[config.mk]
export PLATFORM = sky130hd
export DESIGN_NAME = grf_wport_arbiter
export DESIGN_NICKNAME = d
export VERILOG_FILES = /design/src/rtl/grf_wport_arbiter.sv
export SDC_FILE = /design/constraint.sdc
export NUM_CORES = 1
export LEC_CHECK = 0
export BUFFER_PORTS_ARGS = -buffer_cell sky130_fd_sc_hd__buf_2
export CAP_MARGIN = 25
export CORE_MARGIN = 2
export CORE_UTILIZATION = 35
export CTS_BUF_LIST = sky130_fd_sc_hd__clkbuf_4
export DETAILED_ROUTE_END_ITERATION = 8
export PLACE_DENSITY = 0.65
export SYNTH_ARGS = -nofsm -noshare
export SYNTH_HDL_FRONTEND = slang
export SYNTH_SLANG_ARGS = --single-unit
[constraint.sdc]
create_clock -name clk -period 3.95 [get_ports clk]
set_input_delay 1.185 -clock clk [delete_from_list [all_inputs] [get_ports clk]]
set_output_delay 1.185 -clock clk [all_outputs]
set_load 0.01 [all_outputs]
[src/rtl/grf_wport_arbiter.sv]
// grf_wport_arbiter: arbitrates the single GRF write port between the W-stage
// writeback and late results (mult/div, slow loads). Late writes wait in a small
// in-order queue. The head drains when the port is idle, when it has waited
// AGE_LIMIT cycles, or when the queue is full. In the last two cases W stalls.
// A granted W write squashes any queued entry with the same destination.
// Optional: define GRF_WP_TRACE_EN to print the writeback trace on every write.
module grf_wport_arbiter #(
  parameter int QDEPTH    = 4,
  parameter int AGE_LIMIT = 3
) (
  input  logic                      clk,
  input  logic                      reset,
  input  logic                      w_we,
  input  logic [4:0]                w_addr,
  input  logic [31:0]               w_data,
  input  logic [31:0]               w_pc,
  input  logic                      lw_valid,
  output logic                      lw_ready,
  input  logic [4:0]                lw_addr,
  input  logic [31:0]               lw_data,
  input  logic [31:0]               lw_pc,
  output logic                      grf_we,
  output logic [4:0]                grf_a3,
  output logic [31:0]               grf_data,
  output logic [31:0]               grf_pc,
  output logic                      stall_pipe,
  input  logic [4:0]                q_a1,
  input  logic [4:0]                q_a2,
  output logic                      pend_hit1,
  output logic                      pend_hit2,
  output logic [$clog2(QDEPTH):0]   q_count
);

  localparam int PW = $clog2(QDEPTH);
  localparam int AW = $clog2(AGE_LIMIT + 1);
  localparam logic [AW-1:0] AGE_MAX = AW'(AGE_LIMIT);

  typedef logic [PW-1:0] ptr_t;

  logic [4:0]   addr_q [QDEPTH];
  logic [31:0]  data_q [QDEPTH];
  logic [31:0]  pc_q   [QDEPTH];
  logic [QDEPTH-1:0] vld_q, vld_d;
  ptr_t         head_q, head_d, tail_q, tail_d;
  logic [PW:0]  count_q, count_d;
  logic [AW-1:0] age_q, age_d;

  logic wreq, empty, full, head_vld;
  logic grant_w, pop, enq, enq_vld;

  assign wreq     = w_we && (w_addr != 5'd0);
  assign empty    = (count_q == '0);
  assign full     = (count_q == (PW+1)'(QDEPTH));
  assign head_vld = !empty && vld_q[head_q];
  assign lw_ready = !full;
  // $0 destinations are accepted but never take a slot.
  assign enq      = lw_valid && lw_ready && (lw_addr != 5'd0);
  // An entry overtaken by the W write granted this same cycle is born dead.
  assign enq_vld  = !(grant_w && (lw_addr == w_addr));
  assign q_count  = count_q;

  // Port grant: decide who owns the GRF write port this cycle.
  always_comb begin
    grant_w    = 1'b0;
    pop        = 1'b0;
    grf_we     = 1'b0;
    grf_a3     = 5'd0;
    grf_data   = 32'd0;
    grf_pc     = 32'd0;
    if (empty) begin
      grant_w = wreq;
    end else if (!head_vld) begin
      pop     = 1'b1;
      grant_w = wreq;
    end else if (!wreq || (age_q >= AGE_MAX) || full) begin
      pop      = 1'b1;
      grf_we   = 1'b1;
      grf_a3   = addr_q[head_q];
      grf_data = data_q[head_q];
      grf_pc   = pc_q[head_q];
    end else begin
      grant_w = 1'b1;
    end
    if (grant_w) begin
      grf_we   = 1'b1;
      grf_a3   = w_addr;
      grf_data = w_data;
      grf_pc   = w_pc;
    end
    stall_pipe = wreq && !grant_w;
  end

  // Next-state for valid bits, pointers, occupancy and head age.
  always_comb begin
    vld_d   = vld_q;
    head_d  = head_q;
    tail_d  = tail_q;
    count_d = count_q + {{PW{1'b0}}, enq} - {{PW{1'b0}}, pop};
    age_d   = '0;
    if (grant_w) begin
      for (int i = 0; i < QDEPTH; i++) begin
        if (addr_q[i] == w_addr) vld_d[i] = 1'b0;
      end
    end
    if (pop) begin
      vld_d[head_q] = 1'b0;
      head_d        = head_q + ptr_t'(1);
    end else if (head_vld) begin
      age_d = (age_q == AGE_MAX) ? age_q : age_q + AW'(1);
    end
    if (enq) begin
      vld_d[tail_q] = enq_vld;
      tail_d        = tail_q + ptr_t'(1);
    end
  end

  // Control state; reset discards the whole queue.
  always_ff @(posedge clk or negedge reset) begin
    if (!reset) begin
      vld_q   <= '0;
      head_q  <= '0;
      tail_q  <= '0;
      count_q <= '0;
      age_q   <= '0;
    end else begin
      vld_q   <= vld_d;
      head_q  <= head_d;
      tail_q  <= tail_d;
      count_q <= count_d;
      age_q   <= age_d;
    end
  end

  // Payload storage; contents only matter where the valid bit is set.
  always_ff @(posedge clk) begin
    if (enq) begin
      addr_q[tail_q] <= lw_addr;
      data_q[tail_q] <= lw_data;
      pc_q[tail_q]   <= lw_pc;
    end
  end

  // Hazard lookup against registered valid entries only.
  always_comb begin
    pend_hit1 = 1'b0;
    pend_hit2 = 1'b0;
    for (int i = 0; i < QDEPTH; i++) begin
      if (vld_q[i] && (addr_q[i] == q_a1) && (q_a1 != 5'd0)) pend_hit1 = 1'b1;
      if (vld_q[i] && (addr_q[i] == q_a2) && (q_a2 != 5'd0)) pend_hit2 = 1'b1;
    end
  end

`ifdef GRF_WP_TRACE_EN
  // Writeback trace.
  always @(posedge clk) begin
    if (reset && grf_we) $display("%d@%h: $%d <= %h", $time, grf_pc, grf_a3, grf_data);
  end
`else
`endif

endmodule

# Yosys cells after proc, flatten, opt, wreduce, memory -nomap -nowiden
# Memory sizes are Yosys's and may differ from the RTL's.
# Index checks and enable logic that the tools add are counted.
# classes
addsub	5
n_lt_le_gt_ge	5
n_eq_ne	16
n_mux	48
bitwise_logic	2
reduce_logical	36
# ops
operator	count
32-bit two-way mux	8
5-bit equality test	13
1-bit two-way mux	26
1-bit logical AND	24
5-bit two-way mux	4
5-bit nonzero test	4
4-bit two-way mux	3
2-bit by 1-bit adder with 2-bit output (second input constant)	3
2-bit by 3-bit < comparator with 1-bit output (second input constant)	2
2-bit two-way mux	3
1-bit logical NOT	5
4-bit bitwise AND	1
4-bit bitwise mux	1
1-bit demux with 2-bit select	2
2-bit by 1-bit greater-or-equal comparator with 1-bit output (second input constant)	2
4-bit NOT	1
3-bit by 1-bit adder with 3-bit output	1
3-bit equality test (second input constant)	1
3-bit logical NOT	1
3-bit != test (second input constant)	1
3-bit by 1-bit subtractor with 3-bit output	1
1-bit binary-select mux with 2-bit select	1
2-bit equality test (second input constant)	1
2-bit greater-or-equal comparator (second input constant)	1
1-bit logical OR	2
# totals
ff_bits	13
ramBits	276
inputBits	152
out_inout_bits	77
word_cells	120
n_memories	3
# memory_table
name	depth	width	rd	rd_clocked_by_memory_dff	write_ports	line	rtl
data_q	4	32	1	0	1	41	logic [31:0] data_q [QDEPTH];
pc_q	4	32	1	0	1	42	logic [31:0] pc_q [QDEPTH];
addr_q	4	5	5	0	1	40	logic [4:0] addr_q [QDEPTH];

# Logic depth before layout (Yosys ltp)
# logic_depth
depth_word	13
ltp_mapped	11

# Worst setup path before layout
# No wires, ideal clock.
# synth_path
path_kind	input to output
start	input port w_addr[2]
end	output port grf_a3[0]
arrival_ps	2708
setup_slack_ps	57
stages	8
cell_sequence	buf_2 -> or4_4 -> o21ai_4 -> nor3_2 -> nor2_4 -> buf_6 -> buf_6 -> a22o_1
# synth_via
elab_chain_cells	9
# synth_rtl
element	line	rtl
start, declared	14	input logic [4:0] w_addr,
5-bit nonzero test (*)	51	assign wreq = w_we && (w_addr != 5'd0);
1-bit logical AND (*)	51	
1-bit logical NOT	75	end else if (!wreq || (age_q >= AGE_MAX) || full) begin
1-bit logical OR (2 in series)	75	
5-bit two-way mux or 1-bit two-way mux (tied branches)	75	
5-bit two-way mux or 1-bit two-way mux (tied branches)	72	end else if (!head_vld) begin
5-bit two-way mux or 1-bit two-way mux (tied branches)	70	if (empty) begin
5-bit two-way mux (*)	84	if (grant_w) begin
end, declared	23	output logic [4:0] grf_a3,
# Every way passes the cells marked *; elsewhere a longest branch is shown, timed or not.

# Worst setup path after layout
# layout_path
start	input port w_addr[1]
end	output port grf_pc[23]
# layout_via
elab_chain_cells	9
# layout_rtl
element	line	rtl
5-bit nonzero test (*)	51	
1-bit logical AND (*)	51	
1-bit logical NOT	75	
1-bit logical OR (2 in series)	75	
32-bit two-way mux or 1-bit two-way mux (tied branches)	75	
32-bit two-way mux or 1-bit two-way mux (tied branches)	72	
32-bit two-way mux or 1-bit two-way mux (tied branches)	70	
32-bit two-way mux (*)	84	
end, declared	25	output logic [31:0] grf_pc,
# Marks and branches as above.

==> impl_metrics.py <==
metrics = {
    "outcome": {
        "status": "finished, violations left",
        "violations": "negative setup slack",
    },
    "global_route": {
        "grt_max_degree": 73,
        "globalRouteTotalUtil": 0.159,
        "grt_overflow_total": 0,
        "grt_pass1_vias": 7469,
        "antenna_found_initial": 7,
        "grt_pass1_wl_mm": 43.0,
    },
    "worst_setup_path": {
        "slowest_delay_ns": 0.56,
        "cp.buffers_inverters": 5,
        "path_cells": "buf_6, or4_4, o21ai_4, buf_6, nor2_4, buf_12, buf_12, a22o_1, buf_2",
        "r2r-start": "q_count[2]",
        "cp-end-kind": "output pin",
        "cp_top_family": "buffers and inverters",
        "critPathKind": "primary input to output pin",
        "critPathSlowestCell": "or4_4",
        "r2r_end": "q_count[2]",
        "ff2ff_setup_slack_ns": 1.43,
        "cp.required_ns": 2.76,
        "arrival_ns": 2.88,
        "worst_r2r_path_depth": 9,
        "crit_fanout": 11,
        "startpoint_type": "primary input",
    },
    "die": {
        "io_pins": 229,
        "rows": 68,
        "die_area_um2": 36700,
        "die_y_um": 192,
        "coreArea_um2": 34600,
        "die_w_um": 192,
        "start_util": 0.356,
    },
    "logic_synthesis": {
        "yosysTopAreaCell": "edfxtp_1",
        "synth.ff_latch_count": 289,
        "syn-num-nets": 804,
        "synth_edf_count": 276,
        "syn_inst": 640,
        "yosysMostFrequentCell": "edfxtp_1",
        "avgSynthCellArea_um2": 19.2,
        "synthTopCellsByArea": "edfxtp_1 67%, mux4_2 13%, a22o_1 4.9%",
        "ys_types": 39,
        "synth.yosys.warnings": 0,
        "syn_area_um2": 12300,
        "synth_async_sr_flop_share": 0.0450,
        "synth_common_cells": "276 x edfxtp_1, 70 x mux4_2, 69 x a22o_1, 47 x xor2_1, 26 x clkbuf_1",
        "seq_area_frac_synth": 0.700,
        "synth-main-ff-cell": "edfxtp_1",
        "synth_top_cell_area_share": 0.673,
    },
    "timing": {
        "post-route-min-period_ns": 4.06,
        "fin_worst_skew_ns": 0.0357,
        "fmax_mhz": 246,
        "slew_headroom": 0.416,
        "setup_tns_ns": -5.13,
        "rsz0062_at_grt": "yes",
        "slew_violations": 0,
        "fin_ws_ns": -0.113,
        "finalSetupViolations": 68,
        "tightestPinTransition_ns": 0.877,
        "hold_viol_final": 0,
        "min_period_over_period": 1.03,
    },
    "clock_tree": {
        "htree_levels": 3,
        "cts_tree": "built",
        "insertion_delay_ns": 0.70,
        "hold_buffers": 0,
        "cts-buffers-inserted": 75,
        "path_clk_slew_ns": 0.06,
        "clock_sinks": 289,
        "root_buffer": "clkbuf_4",
        "clockBufferDepth": 3,
    },
    "detailed_routing": {
        "drt_iter0_drc": 432,
        "first_pass_iters": 4,
        "viasPerCell": 4.96,
        "ant_nets": 0,
        "wl_per_cell_um": 19.9,
        "num_vias": 7213,
        "drc": 0,
        "wl_mm": 29.0,
    },
    "pwr": {
        "power-per-cell-area_nw_per_um2": 677,
        "p_leak_nw": 5.73,
        "peakVddDrop_mv": 0.388,
    },
    "flow_run": {
        "maxCapViolCount": 0,
    },
    "place": {
        "portBuffers": 228,
        "place_hpwl_mm": 17.9,
        "place_area_um2": 14200,
        "gp_congestion": 0.821,
    },
    "finish": {
        "fin_nets": 1106,
        "layout-drive-gt1-share": 0.477,
        "fillers": 3047,
        "area_growth_pct": 25.0,
        "design_area_um2": 15400,
    },
    "worst_hold_path": {
        "hp-class": "primary input to asynchronous set/reset pin",
    },
}
## state kept, by name, indices dropped and copies added, names as in the netlist
signal,cells
data_q,128
head_q,2
q_count,3
tail_q,2
pc_q,128
addr_q,20
vld_q,4
age_q,2
## metrics by stage
| step | power (W) | util | cells | hold WS (ns) | setup WS [ns] |
|---|---|---|---|---|---|
| after CTS | 0.0105 | 0.441 | 1443 | 0.322 | -0.108 |
| after detailed placement | 0.00788 | 0.409 | 1309 | 0.443 | -0.0723 |
| after floorplan | 0.00657 | - | 640 | 0.416 | 0.0570 |
| final | 0.0104 | 0.445 | 1453 | 0.391 | -0.113 |
| after global routing | 0.0111 | 0.444 | 1451 | 0.333 | -0.148 |
| after global placement | 0.00783 | 0.409 | 1309 | 0.428 | -0.0492 |
## metal layers
| layer | global-route usage | wire [um] | part of all wire |
|---|---|---|---|
| met5 | 0 | 44 | 0.0015 |
| met4 | 0.0541 | 465 | 0.016 |
| met1 | 0.207 | 12500 | 0.43 |
| met3 | 0.0466 | 1850 | 0.064 |
| met2 | 0.255 | 14100 | 0.49 |
## final cells by class
class,count,area (um2),area share
Sequential cell,289,8620,0.560
Tap cell,455,569,0.0370
Clock buffer,107,803,0.0522
Timing Repair Buffer,271,1750,0.114
Clock inverter,22,136,0.00886
Antenna cell,4,10.0,0.000650
Multi-Input combinational cell,292,3450,0.224
Inverter,13,53.8,0.00350
## repair_timing
item	in CTS	in global routing
buffers inserted	2	3
resized for setup	10	8
cloned	3	3
pin swaps	8	10
setup endpoints to repair	69	69
## where the power goes
group / internal, W / total, W / switching [W] / leakage (nW)
clock: 0.00137 / 0.00251 / 0.00114 / 0.568
combinational: 0.00173 / 0.00366 / 0.00193 / 2.47
sequential: 0.00404 / 0.00426 / 0.000216 / 2.69
total: 0.00715 / 0.0104 / 0.00328 / 5.73
## cells by family after synthesis
| group | share of synthesized area |
|---|---|
| adders and majority gates | 0.0128 |
| DFF | 0.700 |
| muxes | 0.128 |
| and+or+nand+nor | 0.0277 |
| xor gates and xnor gates | 0.0491 |
| AOI/OAI and AO/OA | 0.0608 |
| buffers and inverters | 0.0221 |
## worst register-to-register path, stage by stage, from the launching register on
cell and delay [ns]:
dfrtp_1 0.43, nor3b_2 0.21, nor2_1 0.37, a31oi_4 0.19
ha_1 0.31, inv_1 0.04, ha_1 0.19, fa_1 0.40
xor2_1 0.16, xnor2_1 0.12
## cells in the final DEF (no fill, tap or decap), drive strengths merged
master	instances
a22o	69
o211ai	4
nor4	9
mux4	70
o22ai	4
and4	1
ha	11
dfrtp	13
or4	3
inv	14
a31oi	1
bufinv	2
o21ai	4
or3	2
and2	4
nor3b	2
nand2	8
clkbuf	109
xor2	47
diode	4
nand4	2
nor3	7
xnor2	22
edfxtp	276
o311a	1
o21a	3
buf	269
clkinv	19
fa	1
nand3	13
nor2	4
## worst max-delay path by stage
stage	start	to	cells after the start
after floorplan	w_addr[2]	grf_a3[0]	8
after global placement	w_addr[1]	grf_pc[14]	9
after detailed placement	w_addr[1]	grf_pc[17]	9
after CTS	w_addr[1]	grf_pc[11]	9
after global routing	w_addr[1]	grf_pc[18]	9
final	w_addr[1]	grf_pc[23]	9
Note: power is estimated with default switching activity, not from simulation.
